===== config.mk =====
export PLATFORM = sky130hd
export DESIGN_NAME = slot_dac_serializer
export DESIGN_NICKNAME = d
export VERILOG_FILES = /design/src/rtl/da_platform_pkg.sv /design/src/rtl/dac_frame_timer.sv /design/src/rtl/slot_dac_serializer.sv
export SDC_FILE = /design/constraint.sdc
export NUM_CORES = 1
export LEC_CHECK = 0
export ABC_CLOCK_PERIOD_IN_PS = 2500
export BUFFER_PORTS_ARGS = -buffer_cell sky130_fd_sc_hd__buf_2
export CORE_ASPECT_RATIO = 1.2
export CORE_MARGIN = 2
export CORE_UTILIZATION = 30
export CTS_BUF_LIST = sky130_fd_sc_hd__clkbuf_16
export DETAILED_ROUTE_END_ITERATION = 6
export GPL_TIMING_DRIVEN = 1
export PLACE_DENSITY = 0.49
export SLEW_MARGIN = 10
export SYNTH_ARGS = -nofsm -noshare
export SYNTH_HDL_FRONTEND = slang
export SYNTH_SLANG_ARGS = --single-unit

===== constraint.sdc =====
create_clock -name clk -period 2.5 [get_ports clk]
set_clock_uncertainty 0.2 [all_clocks]
set_input_delay 0.125 -clock clk [delete_from_list [all_inputs] [get_ports clk]]
set_output_delay 0.125 -clock clk [all_outputs]
set_load 0.05 [all_outputs]

===== src/rtl/da_platform_pkg.sv =====
// Shared DAC-platform constants and the fetch-state encoding.
package da_platform_pkg;

  localparam int unsigned SLOT_BITS   = 32;
  localparam int unsigned FRAME_SLOTS = 64;
  localparam int unsigned UNDERRUN_W  = 16;
  localparam int unsigned BIT_CNT_W   = $clog2(FRAME_SLOTS);

  typedef enum logic [1:0] {
    ST_IDLE  = 2'd0,
    ST_FETCH = 2'd1,
    ST_READY = 2'd2
  } fetch_state_e;

endpackage


===== src/rtl/dac_frame_timer.sv =====
// BCK/LRCK generator: BCK toggles every CLK_DIV clocks, one frame = FRAME_SLOTS BCK periods.
module dac_frame_timer
  import da_platform_pkg::*;
#(
  parameter int unsigned CLK_DIV = 4
) (
  input  logic clk,
  input  logic reset,
  input  logic running,
  output logic dac_bck,
  output logic dac_lrck,
  output logic bck_fall_c,
  output logic frame_start_c
);

  localparam int unsigned DIV_W = 8;

  logic [DIV_W-1:0]     div_cnt;
  logic [BIT_CNT_W-1:0] bit_cnt;
  logic                 tick_c;

  assign tick_c        = running && (div_cnt == DIV_W'(CLK_DIV - 1));
  assign bck_fall_c    = tick_c && dac_bck;
  // Falling edge that wraps the slot counter starts the next left slot.
  assign frame_start_c = bck_fall_c && (bit_cnt == BIT_CNT_W'(FRAME_SLOTS - 1));
  // Upper half of the frame is the right channel.
  assign dac_lrck      = bit_cnt[BIT_CNT_W-1];

  // Divider, bit clock and slot counter; everything parks at 0 while stopped.
  always_ff @(posedge clk or negedge reset) begin
    if (!reset) begin
      div_cnt <= '0;
      dac_bck <= 1'b0;
      bit_cnt <= '0;
    end else if (!running) begin
      div_cnt <= '0;
      dac_bck <= 1'b0;
      bit_cnt <= '0;
    end else if (tick_c) begin
      div_cnt <= '0;
      dac_bck <= ~dac_bck;
      if (dac_bck) bit_cnt <= bit_cnt + BIT_CNT_W'(1);
    end else begin
      div_cnt <= div_cnt + DIV_W'(1);
    end
  end

endmodule


===== src/rtl/slot_dac_serializer.sv =====
// Pulls L/R sample bytes from the tracking FIFO and shifts them out left-justified.
module slot_dac_serializer
  import da_platform_pkg::*;
#(
  parameter int unsigned CLK_DIV      = 4,
  parameter int unsigned SAMPLE_BYTES = 3
) (
  input  logic                  clk,
  input  logic                  reset,
  input  logic                  enable,
  input  logic [7:0]            fifo_data,
  input  logic                  fifo_empty,
  output logic                  fifo_read,
  output logic                  dac_bck,
  output logic                  dac_lrck,
  output logic                  dac_sdata,
  output logic [UNDERRUN_W-1:0] underrun_count,
  output logic                  running
);

  localparam int unsigned BYTE_W      = 8;
  localparam int unsigned SAMPLE_W    = BYTE_W * SAMPLE_BYTES;
  localparam int unsigned STAGE_BYTES = 2 * SAMPLE_BYTES;
  localparam int unsigned STAGE_W     = BYTE_W * STAGE_BYTES;
  localparam int unsigned FRAME_W     = FRAME_SLOTS;
  localparam int unsigned CNT_W       = $clog2(STAGE_BYTES + 1);

  fetch_state_e       state_q;
  fetch_state_e       state_d;
  logic               rd_pend;
  logic [CNT_W-1:0]   issued_cnt;
  logic [CNT_W-1:0]   byte_cnt;
  logic [STAGE_W-1:0] staging;
  logic [FRAME_W-1:0] shift_q;
  logic [FRAME_W-1:0] staged_frame_c;

  logic bck_fall_c;
  logic frame_start_c;
  logic last_byte_c;
  logic start_c;
  logic load_c;
  logic stop_c;
  logic underrun_c;
  logic pop_c;

  dac_frame_timer #(
    .CLK_DIV (CLK_DIV)
  ) u_timer (
    .clk           (clk),
    .reset         (reset),
    .running       (running),
    .dac_bck       (dac_bck),
    .dac_lrck      (dac_lrck),
    .bck_fall_c    (bck_fall_c),
    .frame_start_c (frame_start_c)
  );

  // Frame decisions; a byte landing on the boundary cycle still counts as not ready.
  always_comb begin
    last_byte_c = rd_pend && (byte_cnt == CNT_W'(STAGE_BYTES - 1));
    start_c     = !running && enable && (state_q == ST_READY);
    load_c      = frame_start_c && enable && (state_q == ST_READY);
    stop_c      = frame_start_c && !enable;
    underrun_c  = frame_start_c && enable && (state_q != ST_READY);
    // Pops alternate with idle cycles so fifo_empty is always fresh when sampled.
    pop_c       = (state_q == ST_FETCH) && !fifo_empty && !fifo_read &&
                  (issued_cnt < CNT_W'(STAGE_BYTES));
  end

  // Left sample at the top of the frame, right sample at the top of the second slot half.
  always_comb begin
    staged_frame_c = (FRAME_W'(staging[STAGE_W-1 -: SAMPLE_W]) << (FRAME_W - SAMPLE_W)) |
                     (FRAME_W'(staging[SAMPLE_W-1:0]) << (SLOT_BITS - SAMPLE_W));
  end

  // Fetch FSM next state.
  always_comb begin
    state_d = state_q;
    case (state_q)
      ST_IDLE:  if (enable) state_d = ST_FETCH;
      ST_FETCH: if (last_byte_c) state_d = ST_READY;
      ST_READY: if (load_c || start_c) state_d = ST_FETCH;
      default:  state_d = ST_IDLE;
    endcase
  end

  // Fetch FSM state register.
  always_ff @(posedge clk or negedge reset) begin
    if (!reset) state_q <= ST_IDLE;
    else        state_q <= state_d;
  end

  // FIFO pop strobe, byte capture and staging; partial bytes survive an underrun.
  always_ff @(posedge clk or negedge reset) begin
    if (!reset) begin
      fifo_read  <= 1'b0;
      rd_pend    <= 1'b0;
      issued_cnt <= '0;
      byte_cnt   <= '0;
      staging    <= '0;
    end else begin
      fifo_read <= pop_c;
      rd_pend   <= fifo_read;
      if (rd_pend) staging <= {staging[STAGE_W-BYTE_W-1:0], fifo_data};
      if (load_c || start_c) begin
        issued_cnt <= '0;
        byte_cnt   <= '0;
      end else begin
        if (pop_c)   issued_cnt <= issued_cnt + CNT_W'(1);
        if (rd_pend) byte_cnt   <= byte_cnt + CNT_W'(1);
      end
    end
  end

  // Run flag, output shift register and saturating underrun counter.
  always_ff @(posedge clk or negedge reset) begin
    if (!reset) begin
      running        <= 1'b0;
      shift_q        <= '0;
      underrun_count <= '0;
    end else begin
      if (start_c)     running <= 1'b1;
      else if (stop_c) running <= 1'b0;

      if (start_c || load_c)          shift_q <= staged_frame_c;
      else if (stop_c || underrun_c)  shift_q <= '0;
      else if (bck_fall_c)            shift_q <= shift_q << 1;

      if (underrun_c && (underrun_count != '1))
        underrun_count <= underrun_count + UNDERRUN_W'(1);
    end
  end

  assign dac_sdata = shift_q[FRAME_W-1];

endmodule


==> qor.yml <==
status: "finished, final reports clean"
r2r_cells: 5
vias: 4393
hold_path.class: "flip-flop to flip-flop"
ys_types: 54
start_util_pct: 30.69
seq_area_um2: 3656
placementRows: 57
clk-insertion-delay-late_ns: 0.42
ys_seq_area_share_pct: 58.36
drive_gt1_share_pct: 23.51
yosysMostFrequentCell: "dfrtp_1"
crit_buf_inv: 1
syn_area_um2: 6260
avgSynthCellArea_um2: 11.64
wire_per_inst_um: 16.08
drt_wl_total_um: 13980
crit_type: "flip-flop to flip-flop"
cts_max_level: 4
dieArea_um2: 22040
holdCritStartpoint: "fifo_read"
setup_violations: 0
track_usage_pct: 13.74
syn_to_final_growth_pct: 21.81
cp_data_required_time_ns: 2.60
ios: 33
rr_endpoint: "underrun_count[1]"
fill_cells: 2037
nets: 609
final.setup.worst_slack_ns: 0.1803
critical_path.cell_chain: "nor3_2 -> and4_1 -> buf_4 -> o211a_2 -> mux2_4"
worst-path-max-fanout: 17
hold_viol_final: 0
yosys_most_used_dff: "dfrtp_1"
final_cell_count_no_fill: 869
max_freq_ghz: 0.4311
grt_max_degree: 54
p_leak_nw: 3.360
max_slew_margin_pct: 46.82
r2r_slack_ns: 0.18
synthTopCellsByCount: "146 x dfrtp_1, 65 x nor2_1, 48 x mux2_2"
layout_worst_path_cycle_share_pct: 92.79
holdWs_ns: 0.2009
place_ws_ns: 0.1076
synth_area_leaders: "dfrtp_1 58%, mux2_2 8.6%, nor2_1 3.9%"
synthCells: 538
ant_nets: 0
antenna_found_initial: 0
clk_pin_slew_worst_paths_ns: 0.06
yosys.area.top_type: "dfrtp_1"
syn_nets: 556
die_y_um: 162.2
grt_pass1_vias: 4524
synth_top_area_share_pct: 58.36
cts_buffer_depth: 2
gp_congestion: 0.7420
async_flop_share_pct: 100.0
numCtsBuffers: 17
p_per_area_nw_per_um2: 1145
drc: 0
rsz0062_at_grt: "false"
cp_slowest_cell: "dfrtp_1"
grt_pass1_wl_um: 23890
place_inst: 824
min_path_cells: 0
core_area_um2: 20400
numPortBuffers: 32
avgViaCountPerCell: 5.055
cts.sinks: 146
min_to: "rd_pend"
synth_edf_count: 0
clockRootBuffer: "clkbuf_16"
drt_first_pass_iters: 7
synth-seq-cells: 146
startpoint_type: "flip-flop"
postCtsSetupRepairBufs: 0
multi_input_area_um2: 2449
fin_crit_ns: 2.320
grt.overflow.total: 0
dp.final_hpwl_um: 8988
ir_drop_v: 0.0005588
arrival_ns: 2.42
drtIter0Drc: 218
n_antenna_cell: 0
slowest_delay_ns: 0.43
endpoint_kind: "flip-flop"
setup_tns_ns: 0
die-width_um: 135.9
cap_viol_max_count: 0
drv_slew: 0
crit-reg2reg-launch: "u_timer.div_cnt[4]"
worst_slew_pin_slew_ns: 0.7924
cts_tree: "built"
yosys_warnings: 0
crit_family: "simple AND/OR/NAND/NOR gates"
[state kept, by name, summed over array words and instances (netlist names)]
| name | flops |
|---|---|
| shift_q | 56 |
| staging | 48 |
| underrun_count | 16 |
| u_timer.div_cnt | 8 |
| u_timer.bit_cnt | 6 |
| byte_cnt | 3 |
| issued_cnt | 3 |
| state_q | 2 |
| fifo_read | 1 |
| rd_pend | 1 |
| running | 1 |
| u_timer.dac_bck | 1 |
[layout make-up]
| class | instances | area share, % |
|---|---|---|
| Clock inverter | 15 | 2.888 |
| Sequential cell | 146 | 47.95 |
| Tap cell | 265 | 4.349 |
| Multi-Input combinational cell | 355 | 32.11 |
| Clock buffer | 17 | 5.579 |
| Timing Repair Buffer | 68 | 6.974 |
| Inverter | 3 | 0.1477 |
[stage by stage]
step / cell area, um2 / total power [mW] / utilization, %
6_report: 7625 / 8.731 / 37.38
3_3_place_gp: 6847 / 5.897 / 33.57
2_1_floorplan: 6261 / 5.280 / -
4_1_cts: 7622 / 8.844 / 37.37
3_5_place_dp: 6847 / 5.974 / 33.57
5_1_grt: 7625 / 9.280 / 37.38
[power breakdown]
group | leakage, nW | switching (mW) | total (mW) | internal (mW)
registers | 1.81 | 0.677 | 3.96 | 3.28
logic | 1.24 | 0.919 | 1.96 | 1.04
clock network | 0.315 | 0.964 | 2.81 | 1.84
[per-layer routing]
metal / part of all wire, % / up-vias / global-route usage [%]
met5: 0 / - / 0
met4: 1.6 / 0 / 4.877
met3: 3.1 / 18 / 3.246
met2: 48 / 69 / 21.97
met1: 47 / 2256 / 18.22
li1: - / 2050 / -
[worst max path at each step]
stage / startpoint / to / slack (ns) / cells after the start
2_1_floorplan: underrun_count[1] / underrun_count[8] / 0.008 / 7
3_3_place_gp: u_timer.div_cnt[0] / shift_q[22] / 0.19 / 7
3_5_place_dp: u_timer.div_cnt[0] / shift_q[22] / 0.11 / 7
4_1_cts: u_timer.div_cnt[0] / shift_q[53] / 0.1 / 7
5_1_grt: u_timer.div_cnt[4] / underrun_count[3] / 0.03 / 6
6_report: u_timer.div_cnt[4] / underrun_count[1] / 0.18 / 5
[cells by family (layout without fill, tap and decap cells)]
| kind of cell | count (synthesis) | count (layout) | share of synthesized area, % |
|---|---|---|---|
| muxes | 50 | 50 | 9.035 |
| adders and majority gates | 6 | 6 | 1.199 |
| DFF | 146 | 146 | 58.36 |
| AOI/OAI and AO/OA | 91 | 91 | 10.55 |
| xor gates and xnor gates | 29 | 29 | 4.058 |
| and+or+nand+nor | 179 | 179 | 14.23 |
| buffers and inverters | 37 | 103 | 2.558 |
[repair_timing]
action / in CTS / in global routing
endpoints found under the hold margin: 159 / 0
endpoints found under the setup margin: 0 / 6
hold buffers: 13 / 0
gates resized for setup: 0 / 2
[cells in the final DEF, fill, tap and decap left out, types with 5 or more instances in the layout]
master and count:
a21oi_1 30, a221oi_1 8, a22o_1 8, a32oi_1 22, and2_1 9, and3_1 13
buf_12 5, buf_2 31, buf_4 18, bufinv_16 6, clkbuf_16 17, clkinv_1 5
dfrtp_1 144, dlygate4sd3_1 13, ha_1 6, mux2_2 48, nand2_1 19, nand3_1 46
nand4_1 9, nor2_1 64, xnor2_1 18, xor2_1 11
Power figures use the tool's default switching activity.
